### config.mk
export PLATFORM = sky130hd
export DESIGN_NAME = fetch_pc_stage
export DESIGN_NICKNAME = d
export VERILOG_FILES = /design/src/rtl/fetch_pc_stage_pkg.sv /design/src/rtl/fetch_pc_stage_btb_dm.sv /design/src/rtl/fetch_pc_stage.sv
export SDC_FILE = /design/constraint.sdc
export NUM_CORES = 1
export LEC_CHECK = 0
export ABC_AREA = 1
export BUFFER_PORTS_ARGS = -buffer_cell sky130_fd_sc_hd__buf_2
export CAP_MARGIN = 15
export CORE_MARGIN = 4
export CORE_UTILIZATION = 48
export CTS_CLUSTER_DIAMETER = 50
export DETAILED_ROUTE_END_ITERATION = 6
export PLACE_DENSITY = 0.77
export SLEW_MARGIN = 20
export SYNTH_ARGS = -nofsm -noshare
export SYNTH_HDL_FRONTEND = slang
export SYNTH_HIERARCHICAL = 1
export SYNTH_SLANG_ARGS = --single-unit
export TNS_END_PERCENT = 10
### constraint.sdc
create_clock -name clk -period 1.5 [get_ports clk]
set_input_delay 0.375 -clock clk [delete_from_list [all_inputs] [get_ports clk]]
set_output_delay 0.375 -clock clk [all_outputs]
set_load 0.02 [all_outputs]
### src/rtl/fetch_pc_stage_pkg.sv
// Shared widths and types for the fetch PC stage, its BTB and the downstream predictor.
package fetch_pc_stage_pkg;

    localparam int unsigned PC_W        = 32;
    localparam int unsigned INSN_BYTES  = 4;
    localparam int unsigned OFF_BITS    = 2;
    localparam int unsigned BP_IDX_BITS = 4;
    localparam int unsigned BTB_TAG_W   = PC_W - BP_IDX_BITS - OFF_BITS;
    localparam int unsigned BTB_TGT_W   = PC_W - OFF_BITS;
    localparam int unsigned CNT_W       = 16;

    typedef struct packed {
        logic                 valid;
        logic [BTB_TAG_W-1:0] tag;
        logic [BTB_TGT_W-1:0] target;
    } btb_entry_t;

    // Per-cycle action of the fetch stage, in priority order (reset handled separately).
    typedef enum logic [1:0] {
        ACT_HOLD     = 2'd0,
        ACT_ADVANCE  = 2'd1,
        ACT_UPDATE   = 2'd2,
        ACT_REDIRECT = 2'd3
    } fetch_act_e;

    // Word-aligned sequential successor, wrapping modulo 2^PC_W.
    function automatic logic [PC_W-1:0] pc_next_seq(input logic [PC_W-1:0] pc);
        return (pc & ~PC_W'(INSN_BYTES - 1)) + PC_W'(INSN_BYTES);
    endfunction

    // Clears the byte-offset bits of an address.
    function automatic logic [PC_W-1:0] pc_align(input logic [PC_W-1:0] pc);
        return pc & ~PC_W'(INSN_BYTES - 1);
    endfunction

endpackage

### src/rtl/fetch_pc_stage_btb_dm.sv
// Direct-mapped branch target buffer: one combinational read port, one write port,
// valid bits cleared by synchronous reset.
module btb_dm
    import fetch_pc_stage_pkg::*;
#(
    parameter int unsigned ENTRIES  = 16,
    parameter int unsigned IDX_BITS = BP_IDX_BITS
) (
    input  logic                 clk,
    input  logic                 rst,
    input  logic [IDX_BITS-1:0]  rd_idx_i,
    output btb_entry_t           rd_entry_c_o,
    input  logic                 wr_en_i,
    input  logic [IDX_BITS-1:0]  wr_idx_i,
    input  logic [BTB_TAG_W-1:0] wr_tag_i,
    input  logic [BTB_TGT_W-1:0] wr_target_i
);

    logic [ENTRIES-1:0]   valid_q;
    logic [BTB_TAG_W-1:0] tag_q    [ENTRIES];
    logic [BTB_TGT_W-1:0] target_q [ENTRIES];

    always_ff @(posedge clk) begin
        if (rst) begin
            valid_q <= '0;
        end else if (wr_en_i) begin
            valid_q[wr_idx_i] <= 1'b1;
        end
    end

    // Tag/target storage needs no reset; an entry is only trusted once its valid bit is set.
    always_ff @(posedge clk) begin
        if (wr_en_i) begin
            tag_q[wr_idx_i]    <= wr_tag_i;
            target_q[wr_idx_i] <= wr_target_i;
        end
    end

    always_comb begin
        rd_entry_c_o.valid  = valid_q[rd_idx_i];
        rd_entry_c_o.tag    = tag_q[rd_idx_i];
        rd_entry_c_o.target = target_q[rd_idx_i];
    end

endmodule

### src/rtl/fetch_pc_stage.sv
// Fetch PC generator: drives the branch predictor, picks the next PC, feeds decode
// through a valid/ready slice. BTB present only when FETCH_BTB_EN is defined.
module fetch_pc_stage
    import fetch_pc_stage_pkg::*;
#(
    parameter logic [PC_W-1:0] RESET_PC     = 32'h0000_0000,
    parameter int unsigned     BTB_ENTRIES  = 16,
    parameter int unsigned     BTB_IDX_BITS = BP_IDX_BITS
) (
    input  logic             clk,
    input  logic             rst,
    output logic [PC_W-1:0]  bp_pc,
    output logic             bp_branch,
    output logic             bp_taken,
    input  logic             bp_prediction,
    output logic             f_valid,
    input  logic             f_ready,
    output logic [PC_W-1:0]  f_pc,
    output logic             f_pred_taken,
    output logic [PC_W-1:0]  f_pred_target,
    input  logic             res_valid,
    input  logic [PC_W-1:0]  res_pc,
    input  logic             res_taken,
    input  logic [PC_W-1:0]  res_target,
    input  logic             res_mispredict,
    output logic [CNT_W-1:0] redirect_count
);

    localparam int unsigned IDX_LO = OFF_BITS;
    localparam int unsigned IDX_HI = BTB_IDX_BITS + OFF_BITS - 1;
    localparam int unsigned TAG_LO = BTB_IDX_BITS + OFF_BITS;

    logic [PC_W-1:0]  pc_q, pc_d;
    logic             f_valid_q, f_valid_d;
    logic [PC_W-1:0]  f_pc_q, f_pc_d;
    logic             f_pred_taken_q, f_pred_taken_d;
    logic [PC_W-1:0]  f_pred_target_q, f_pred_target_d;
    logic [CNT_W-1:0] cnt_q, cnt_d;

    fetch_act_e       act_c;
    logic             btb_hit_c;
    logic [PC_W-1:0]  btb_target_c;
    logic             pred_taken_c;
    logic [PC_W-1:0]  pred_next_c;
    logic [PC_W-1:0]  redirect_pc_c;

    // Resolve traffic borrows the predictor PC port for its table update.
    assign bp_pc     = res_valid ? res_pc : pc_q;
    assign bp_branch = res_valid;
    assign bp_taken  = res_taken;

`ifdef FETCH_BTB_EN
    btb_entry_t btb_rd_c;

    btb_dm #(
        .ENTRIES  (BTB_ENTRIES),
        .IDX_BITS (BTB_IDX_BITS)
    ) u_btb (
        .clk          (clk),
        .rst          (rst),
        .rd_idx_i     (pc_q[IDX_HI:IDX_LO]),
        .rd_entry_c_o (btb_rd_c),
        .wr_en_i      (res_valid & res_taken),
        .wr_idx_i     (res_pc[IDX_HI:IDX_LO]),
        .wr_tag_i     (res_pc[PC_W-1:TAG_LO]),
        .wr_target_i  (res_target[PC_W-1:OFF_BITS])
    );

    assign btb_hit_c    = btb_rd_c.valid && (btb_rd_c.tag == pc_q[PC_W-1:TAG_LO]);
    assign btb_target_c = {btb_rd_c.target, {OFF_BITS{1'b0}}};
`else
    assign btb_hit_c    = 1'b0;
    assign btb_target_c = '0;
`endif

    assign pred_taken_c  = btb_hit_c & bp_prediction;
    assign pred_next_c   = pred_taken_c ? btb_target_c : pc_next_seq(pc_q);
    assign redirect_pc_c = res_taken ? pc_align(res_target) : pc_next_seq(res_pc);

    // Action select: redirect > update slot > advance > hold.
    always_comb begin
        act_c = ACT_HOLD;
        if (res_valid && res_mispredict) begin
            act_c = ACT_REDIRECT;
        end else if (res_valid) begin
            act_c = ACT_UPDATE;
        end else if (!f_valid_q || f_ready) begin
            act_c = ACT_ADVANCE;
        end
    end

    always_comb begin
        pc_d            = pc_q;
        f_valid_d       = f_valid_q;
        f_pc_d          = f_pc_q;
        f_pred_taken_d  = f_pred_taken_q;
        f_pred_target_d = f_pred_target_q;
        cnt_d           = cnt_q;
        unique case (act_c)
            ACT_REDIRECT: begin
                pc_d      = redirect_pc_c;
                f_valid_d = 1'b0;
                if (cnt_q != {CNT_W{1'b1}}) begin
                    cnt_d = cnt_q + CNT_W'(1);
                end
            end
            ACT_ADVANCE: begin
                pc_d            = pred_next_c;
                f_valid_d       = 1'b1;
                f_pc_d          = pc_q;
                f_pred_taken_d  = pred_taken_c;
                f_pred_target_d = pred_next_c;
            end
            default: begin
            end
        endcase
    end

    always_ff @(posedge clk) begin
        if (rst) begin
            pc_q            <= pc_align(RESET_PC);
            f_valid_q       <= 1'b0;
            f_pc_q          <= '0;
            f_pred_taken_q  <= 1'b0;
            f_pred_target_q <= '0;
            cnt_q           <= '0;
        end else begin
            pc_q            <= pc_d;
            f_valid_q       <= f_valid_d;
            f_pc_q          <= f_pc_d;
            f_pred_taken_q  <= f_pred_taken_d;
            f_pred_target_q <= f_pred_target_d;
            cnt_q           <= cnt_d;
        end
    end

    assign f_valid        = f_valid_q;
    assign f_pc           = f_pc_q;
    assign f_pred_taken   = f_pred_taken_q;
    assign f_pred_target  = f_pred_target_q;
    assign redirect_count = cnt_q;

endmodule

**Word-level counts from Yosys, hierarchy flattened**

Index checks and enable logic that the tools add are counted.

- Eq/ne operators: 3
- Shift operators: 0
- Multiply operators: 0
- Muxes and demuxes: 7
- Div/mod/pow operators: 0
- Magnitude comparators: 0
- Add/subtract/negate cells: 3
- Reduce and logical (&&, ||, !) cells: 5
- Bitwise operators: 0

Operator list:

| cell | count |
|---|---|
| $add A32 B3 Y32 const B | 2 |
| $mux W32 | 2 |
| $pmux W32 S2 | 1 |
| $add A16 B1 Y16 const B | 1 |
| $ne A16 B16 Y1 const B | 1 |
| $mux W2 | 2 |
| $eq A2 B1 Y1 const B | 1 |
| $eq A2 B2 Y1 const B | 1 |
| $pmux W1 S2 | 1 |
| $reduce_and A2 Y1 | 1 |
| $reduce_bool A2 Y1 | 1 |
| $logic_and A1 B1 Y1 | 1 |
| $logic_not A1 Y1 | 1 |
| $logic_or A1 B1 Y1 | 1 |
| $mux W1 | 1 |

- Word-level logic and storage cells: 23
- Input port bits: 71
- Memories kept: 0
- RAM bits: 0
- Bits in read-only memories: 0
- Flip-flop bits (word level): 113
- Bits in latches: 0

**Logic depth before layout (Yosys ltp)**

Gate-level depths: netlist of the first run.

- Word-level depth: 7
- Gate-level depth with buffers: 11
- Gate-level depth less buffers: 11

**Worst setup path before layout of the first run**

No wires, ideal clock.

- Path kind: input port to output port
- From: in res_valid
- To: out bp_pc[15]
- Data arrival time: 1.302 ns
- Required time: 1.125 ns
- Cell stages on the path: 4
- Path slack: -0.177 ns
- Cell sequence: buf_6 clkbuf_1 inv_1 o21ai_0

- Cells in the longest elaborated chain, start to end: 1

Ends and longest elaborated chain:

| item | line | text |
|---|---|---|
| start, declared | fetch_pc_stage.sv:21 | `input logic res_valid,` |
| $mux W32 | fetch_pc_stage.sv:48 | `assign bp_pc = res_valid ? res_pc : pc_q;` |
| end, declared | fetch_pc_stage.sv:12 | `output logic [PC_W-1:0] bp_pc,` |

No other way between the ends.

**Worst setup path after layout of the first run**

- From: reg pc_q[19]
- To: out bp_pc[19]

- Cells in the longest elaborated chain, start to end: 1

Ends and longest elaborated chain:

| item | line | text |
|---|---|---|
| start, declared | fetch_pc_stage.sv:33 | `logic [PC_W-1:0] pc_q, pc_d;` |
| start signal, assigned | fetch_pc_stage.sv:121 | `pc_q <= pc_align(RESET_PC);` |
| start signal, assigned | fetch_pc_stage.sv:128 | `pc_q <= pc_d;` |
| $mux W32 | fetch_pc_stage.sv:48 |  |

No other way between the ends.

==> flow_metrics.env, run 1 <==
export IMPL_status="complete, but fails checks"
export IMPL_violations="setup timing"
export IMPL_die_y_um=126
export IMPL_dr_pass1_iters=5
export IMPL_core_um2=13500
export IMPL_fin_crit_sh_pct=107
export IMPL_worstHoldEndpoint="pc_q[10]"
export IMPL_path_buf_inv=2
export IMPL_pin_count=187
export IMPL_yosys_cell_count_top_type="nand2_1"
export IMPL_antenna_found_initial=2
export IMPL_holdPathStages=3
export IMPL_power_leakage_uw=0.00445
export IMPL_first_global_vias=7669
export IMPL_cts_buffers=9
export IMPL_synth_async_reset_ratio_pct=0
export IMPL_synth_edf_count=0
export IMPL_ff2ff_path_depth=10
export IMPL_cts_hold_buf=0
export IMPL_grt_first_pass_wirelength_um=40600
export IMPL_report_power_total_uw=7810
export IMPL_via_count=8514
export IMPL_max_freq_mhz=622
export IMPL_synth_cell_type_count=34
export IMPL_max_cap_violations=0
export IMPL_worst_setup_path_start_kind="flip-flop"
export IMPL_cts_clk_slew_worst_paths_ps=80
export IMPL_num_nets_final=1461
export IMPL_place_gp_congestion=0.981
export IMPL_worstHoldStart="res_target[10]"
export IMPL_fp_dieW_um=126
export IMPL_r2r_start="pc_q[11]"
export IMPL_cts_tree="yes"
export IMPL_finalMaxSlewViolations=0
export IMPL_required_ps=1120
export IMPL_peakVddDrop_mv=0.700
export IMPL_synth_top_area_share_pct=31.9
export IMPL_setup_viol=28
export IMPL_seq_area_frac_synth_pct=31.9
export IMPL_ys_top_cells_by_area="dfxtp_1 (32%), nand2_1 (18%), nor2_1 (9.7%), o21ai_0 (6.3%), a21oi_1 (5.8%)"
export IMPL_final_area_um2=9780
export IMPL_r2r_end="pc_q[26]"
export IMPL_p_per_area_nw_per_um2=798
export IMPL_io_buffers=178
export IMPL_grt_overflow=0
export IMPL_clkSinkCount=107
export IMPL_ys_flop_type="dfxtp_1"
export IMPL_clockBufferDepth=2
export IMPL_cp_top_family="flip-flops"
export IMPL_via_per_inst=5.42
export IMPL_htreeDepth=3
export IMPL_initial_core_util_pct=49.9
export IMPL_hold_viol_final=0
export IMPL_ys_warn_count=6
export IMPL_drt_iter0_drc=791
export IMPL_instances_no_fill=1570
export IMPL_synth_area_um2=6710
export IMPL_min_path_type="in -> reg"
export IMPL_dieArea_um2=15900
export IMPL_worstSetupPathType="reg -> out"
export IMPL_critPathArrivalTime_ps=1230
export IMPL_drive_gt1_share_pct=38.4
export IMPL_grtUsageTotal_pct=32.3
export IMPL_grt_max_degree=69
export IMPL_clock_latency_ps=360
export IMPL_rrSetupSlack_ps=-60
export IMPL_synthCells=1104
export IMPL_synthTopCellsByCount="nand2_1 (315), nor2_1 (173), dfxtp_1 (107), inv_1 (96), o21ai_0 (85)"
export IMPL_cp_slowest_stage_delay_ps=390
export IMPL_critPathCaptureType="output pin"
export IMPL_place_area_um2=8630
export IMPL_postSynthAreaPerCell_um2=6.08
export IMPL_min_period_ps=1610
export IMPL_drc=0
export IMPL_clockRootBuffer="clkbuf_16"
export IMPL_rsz0062_at_grt="yes"
export IMPL_placementRows=42
export IMPL_finalSetupTns_ps=-1200
export IMPL_area_growth_synth_to_final_pct=45.8
export IMPL_place_inst=1537
export IMPL_fin_ws_ps=-107
export IMPL_crit_chain="inv_2 > o21ai_0 > buf_2"
export IMPL_dp_hpwl_um=20900
export IMPL_final_setup_skew_ps=10.1
export IMPL_totalWireLength_um=27000
export IMPL_synth_top_area_cell="dfxtp_1"
export IMPL_critical_path_peak_fanout=5
export IMPL_wire_per_inst_um=17.2
export IMPL_synth_seq_cells=107
export IMPL_drtAntennaViolNets=0
export IMPL_place_ws_ps=-225
export IMPL_worst_path_max_delay_cell="dfxtp_4"
registers in the layout, indices dropped and copies added, names as in the netlist:
name / flops
f_valid: 1
redirect_count: 16
f_pred_target: 30
pc_q: 30
f_pc: 30
report_power, final:
part           internal (uW)  switching [uW]  leakage (uW)
Clock                   1160            1160      0.000137
Combinational            893            1380       0.00342
Sequential              3030             178      0.000899
cells in the final DEF, fill, tap and decap left out, types with 3 or more instances in the layout:
cell,instances
nor2_1,143
o21ai_0,61
inv_6,3
buf_6,30
nand2_1,287
dfxtp_2,13
o21ai_1,11
a211oi_1,27
xor2_1,7
inv_2,24
inv_4,3
o21ai_4,5
conb_1,5
o21ai_2,13
buf_2,154
nand3_1,61
nand4_1,8
nand3_2,4
nand2_2,38
a21oi_2,4
xnor2_1,7
dfxtp_1,69
buf_12,9
nand3b_1,4
o211ai_1,4
nor2_2,29
dfxtp_4,25
nor2_4,23
buf_4,130
clkbuf_16,9
nor3_1,8
a21oi_1,74
a31oi_1,6
inv_1,72
kinds of logic after synthesis:
logic type	count (synthesis)	synth area share, %
and+or+nand+nor	612	38.3
AOI/OAI and AO/OA	207	16.9
buffers and inverters	159	10.3
DFF	107	31.9
xor gates and xnor gates	15	1.96
adders and majority gates	3	0.559
other	1	0.0559
metal layers:
metal  vias to the layer above  part of all wire [%]  global-route usage [%]
li1                       4118                     -                       -
met1                      3881                    40                    41.7
met2                       434                    47                    53.1
met3                        81                   8.0                    4.83
met4                         0                   5.0                    14.9
met5                         -                     0                       0
tightest hold or removal path: stages:
cell and delay [ps]:
buf_2 80, o211ai_1 70, a21oi_1 110
stage by stage:
stage / hold WS (ps) / utilization (%)
final: 310 / 72.7
after global routing: 318 / 72.7
after CTS: 310 / 69.1
after detailed placement: 450 / 64.2
after global placement: 446 / 64.2
after floorplan: 479 / -
area by class of cell:
cell class,count,area [um^2]
Multi-Input combinational cell,842,4320
Timing Repair Buffer,324,2290
Fill cell,1161,3670
Sequential cell,107,2250
Inverter,103,408
Clock buffer,10,229
Clock inverter,6,56.3
Antenna cell,2,5.00
Tap cell,176,220
what timing repair did:
action	CTS	global route
gates resized for setup	144	136
pin swaps	9	43
cloned	1	0
buffers inserted	9	6
endpoints found under the setup margin	66	90
how the worst max path moves through the flow:
| stage | cells past startpoint | to | from |
|---|---|---|---|
| after detailed placement | 9 | pc_q[12] | res_pc[2] |
| after CTS | 4 | bp_pc[11] | pc_q[11] |
| after floorplan | 3 | bp_pc[22] | res_valid |
| final | 3 | bp_pc[19] | pc_q[19] |
| after global routing | 3 | bp_pc[19] | pc_q[19] |
| after global placement | 12 | pc_q[31] | res_pc[10] |
No activity file was read; power rests on OpenSTA's default activity.
==> inputs of run 2 (changes only) <==
--- a/config.mk
+++ b/config.mk
@@ -9,10 +9,10 @@
 export BUFFER_PORTS_ARGS = -buffer_cell sky130_fd_sc_hd__buf_2
 export CAP_MARGIN = 15
 export CORE_MARGIN = 4
-export CORE_UTILIZATION = 48
+export CORE_UTILIZATION = 53
 export CTS_CLUSTER_DIAMETER = 50
 export DETAILED_ROUTE_END_ITERATION = 6
-export PLACE_DENSITY = 0.77
+export PLACE_DENSITY = 0.81
 export SLEW_MARGIN = 20
 export SYNTH_ARGS = -nofsm -noshare
 export SYNTH_HDL_FRONTEND = slang
==> constraint.sdc (replaced) <==
create_clock -name clk -period 1.75 [get_ports clk]
set_input_delay 0.4375 -clock clk [delete_from_list [all_inputs] [get_ports clk]]
set_output_delay 0.4375 -clock clk [all_outputs]
set_load 0.02 [all_outputs]
==> run 2 against run 1 <==
First-iteration DRC count grew 5.1%. The flow now finishes without violations. Critical path type unchanged. Highest routed layer unchanged. Non-clock buffer count fell by 89. Die area is 8.8% lower. Clock power decreased by 12%. Cell count is 6.2% lower.
==> flow_metrics.env, run 2 (same netlist as run 1, synthesis figures left out) <==
export IMPL_status="finished, final reports clean"
export IMPL_report_power_total_uw=6250
export IMPL_min_path_type="in -> reg"
export IMPL_critPathArrivalTime_ps=1260
export IMPL_drc=0
export IMPL_peakVddDrop_mv=0.534
export IMPL_cts_buffers=9
export IMPL_final_setup_skew_ps=5.18
export IMPL_wire_per_inst_um=15.1
export IMPL_cts_clk_slew_worst_paths_ps=70
export IMPL_fp_dieW_um=121
export IMPL_hold_viol_final=0
export IMPL_critical_path_peak_fanout=3
export IMPL_setup_viol=0
export IMPL_clock_latency_ps=360
export IMPL_grtUsageTotal_pct=30.1
export IMPL_pin_count=187
export IMPL_critPathCaptureType="output pin"
export IMPL_cts_resized_gates=0
export IMPL_via_count=7801
export IMPL_worstSetupPathType="reg -> out"
export IMPL_grt_max_degree=45
export IMPL_worst_setup_path_start_kind="flip-flop"
export IMPL_cts_tree="yes"
export IMPL_core_um2=12200
export IMPL_clockBufferDepth=2
export IMPL_crit_chain="inv_1 > o21ai_0 > buf_2"
export IMPL_cts_hold_buf=0
export IMPL_finalMaxSlewViolations=0
export IMPL_worst_path_max_delay_cell="dfxtp_2"
export IMPL_post_cts_setup_buffers=0
export IMPL_cp_slowest_stage_delay_ps=350
export IMPL_antenna_found_initial=1
export IMPL_first_global_vias=6930
export IMPL_htreeDepth=3
export IMPL_place_gp_congestion=0.968
export IMPL_via_per_inst=5.30
export IMPL_max_freq_mhz=590
export IMPL_placementRows=40
export IMPL_relSlewSlack_pct=66.2
export IMPL_p_per_area_nw_per_um2=745
export IMPL_final_cell_mix="nand2_1 (315), buf_2 (178), nor2_1 (172)"
export IMPL_required_ps=1310
export IMPL_dp_hpwl_um=17500
export IMPL_totalWireLength_um=22200
export IMPL_fin_crit_sh_pct=96.9
export IMPL_dieArea_um2=14500
export IMPL_area_growth_synth_to_final_pct=25.0
export IMPL_final_common_cell="nand2_1"
export IMPL_power_leakage_uw=0.00388
export IMPL_drt_iter0_drc=831
export IMPL_max_cap_violations=0
export IMPL_grt_overflow=0
export IMPL_num_nets_final=1372
export IMPL_worst_slew_pin_transition_ps=507
export IMPL_clkSinkCount=107
export IMPL_die_y_um=121
export IMPL_rsz0062_at_grt="no"
export IMPL_initial_core_util_pct=54.9
export IMPL_final_area_um2=8390
export IMPL_drtAntennaViolNets=0
export IMPL_dr_pass1_iters=5
export IMPL_drive_gt1_share_pct=24.1
export IMPL_min_period_ps=1700
export IMPL_clockRootBuffer="clkbuf_16"
export IMPL_place_area_um2=8070
export IMPL_grt_first_pass_wirelength_um=34700
export IMPL_io_buffers=178
-- run 2: cell types whose count changed in the layout (fill, tap and decap cells not counted), moves of 21 or more --
cell     previous run  this run
o21ai_0            61        83
inv_1              72        96
dfxtp_4            25         0
buf_6              30         0
nand2_2            38        12
buf_4             130        48
nand2_1           287       315
nor2_1            143       172
dfxtp_1            69        90
buf_2             154       178
-- run 2: critical path, delay by kind of cell (launching register included) --
kind,cells,cell delay [ps]
flip-flops,1,350
AO/OA/AOI/OAI,1,220
buffers and inverters,2,320
-- run 2: report_power, final --
group          leakage, uW  switching [uW]  total (uW)  internal [uW]
sequential        0.000884             137        2740           2600
combinational      0.00285             962        1480            521
clock             0.000142             996        2030           1030
-- run 2: per-stage QoR --
stage          hold WS [ps]  worst slack, ps  TNS, ps  util, %  instances
6_report                368             54.4        0     68.7       1472
5_1_grt                 418             3.39        0     68.7       1472
4_1_cts                 362             3.53        0     68.4       1471
3_5_place_dp            454            -86.1     -174     66.0       1455
3_3_place_gp            450            -69.4    -69.4     66.0       1455
2_1_floorplan           479             88.8        0        -       1108
-- run 2: layout make-up --
cell class	count	area [um^2]
Multi-Input combinational cell	842	3900
Fill cell	1183	3830
Sequential cell	107	2160
Timing Repair Buffer	235	1430
Inverter	103	387
Clock buffer	11	243
Tap cell	168	210
Clock inverter	5	46.3
Antenna cell	1	2.50
-- run 2: layer usage --
| metal | global-route usage, % | wire, um |
|---|---|---|
| met1 | 37.0 | 9090 |
| met2 | 51.8 | 10800 |
| met3 | 5.38 | 1530 |
| met4 | 12.3 | 843 |
| met5 | 0 | 0 |
-- run 2: final timing paths --
check | cells past startpoint | end | startpoint | slack (ps)
worst max-delay path | 3 | bp_pc[2] | pc_q[2] | 50
worst min-delay path | 4 | f_valid | res_mispredict | 370
worst max register to register | 12 | pc_q[29] | pc_q[3] | 120
worst min register to register | 2 | f_pred_target[18] | f_pred_target[18] | 470
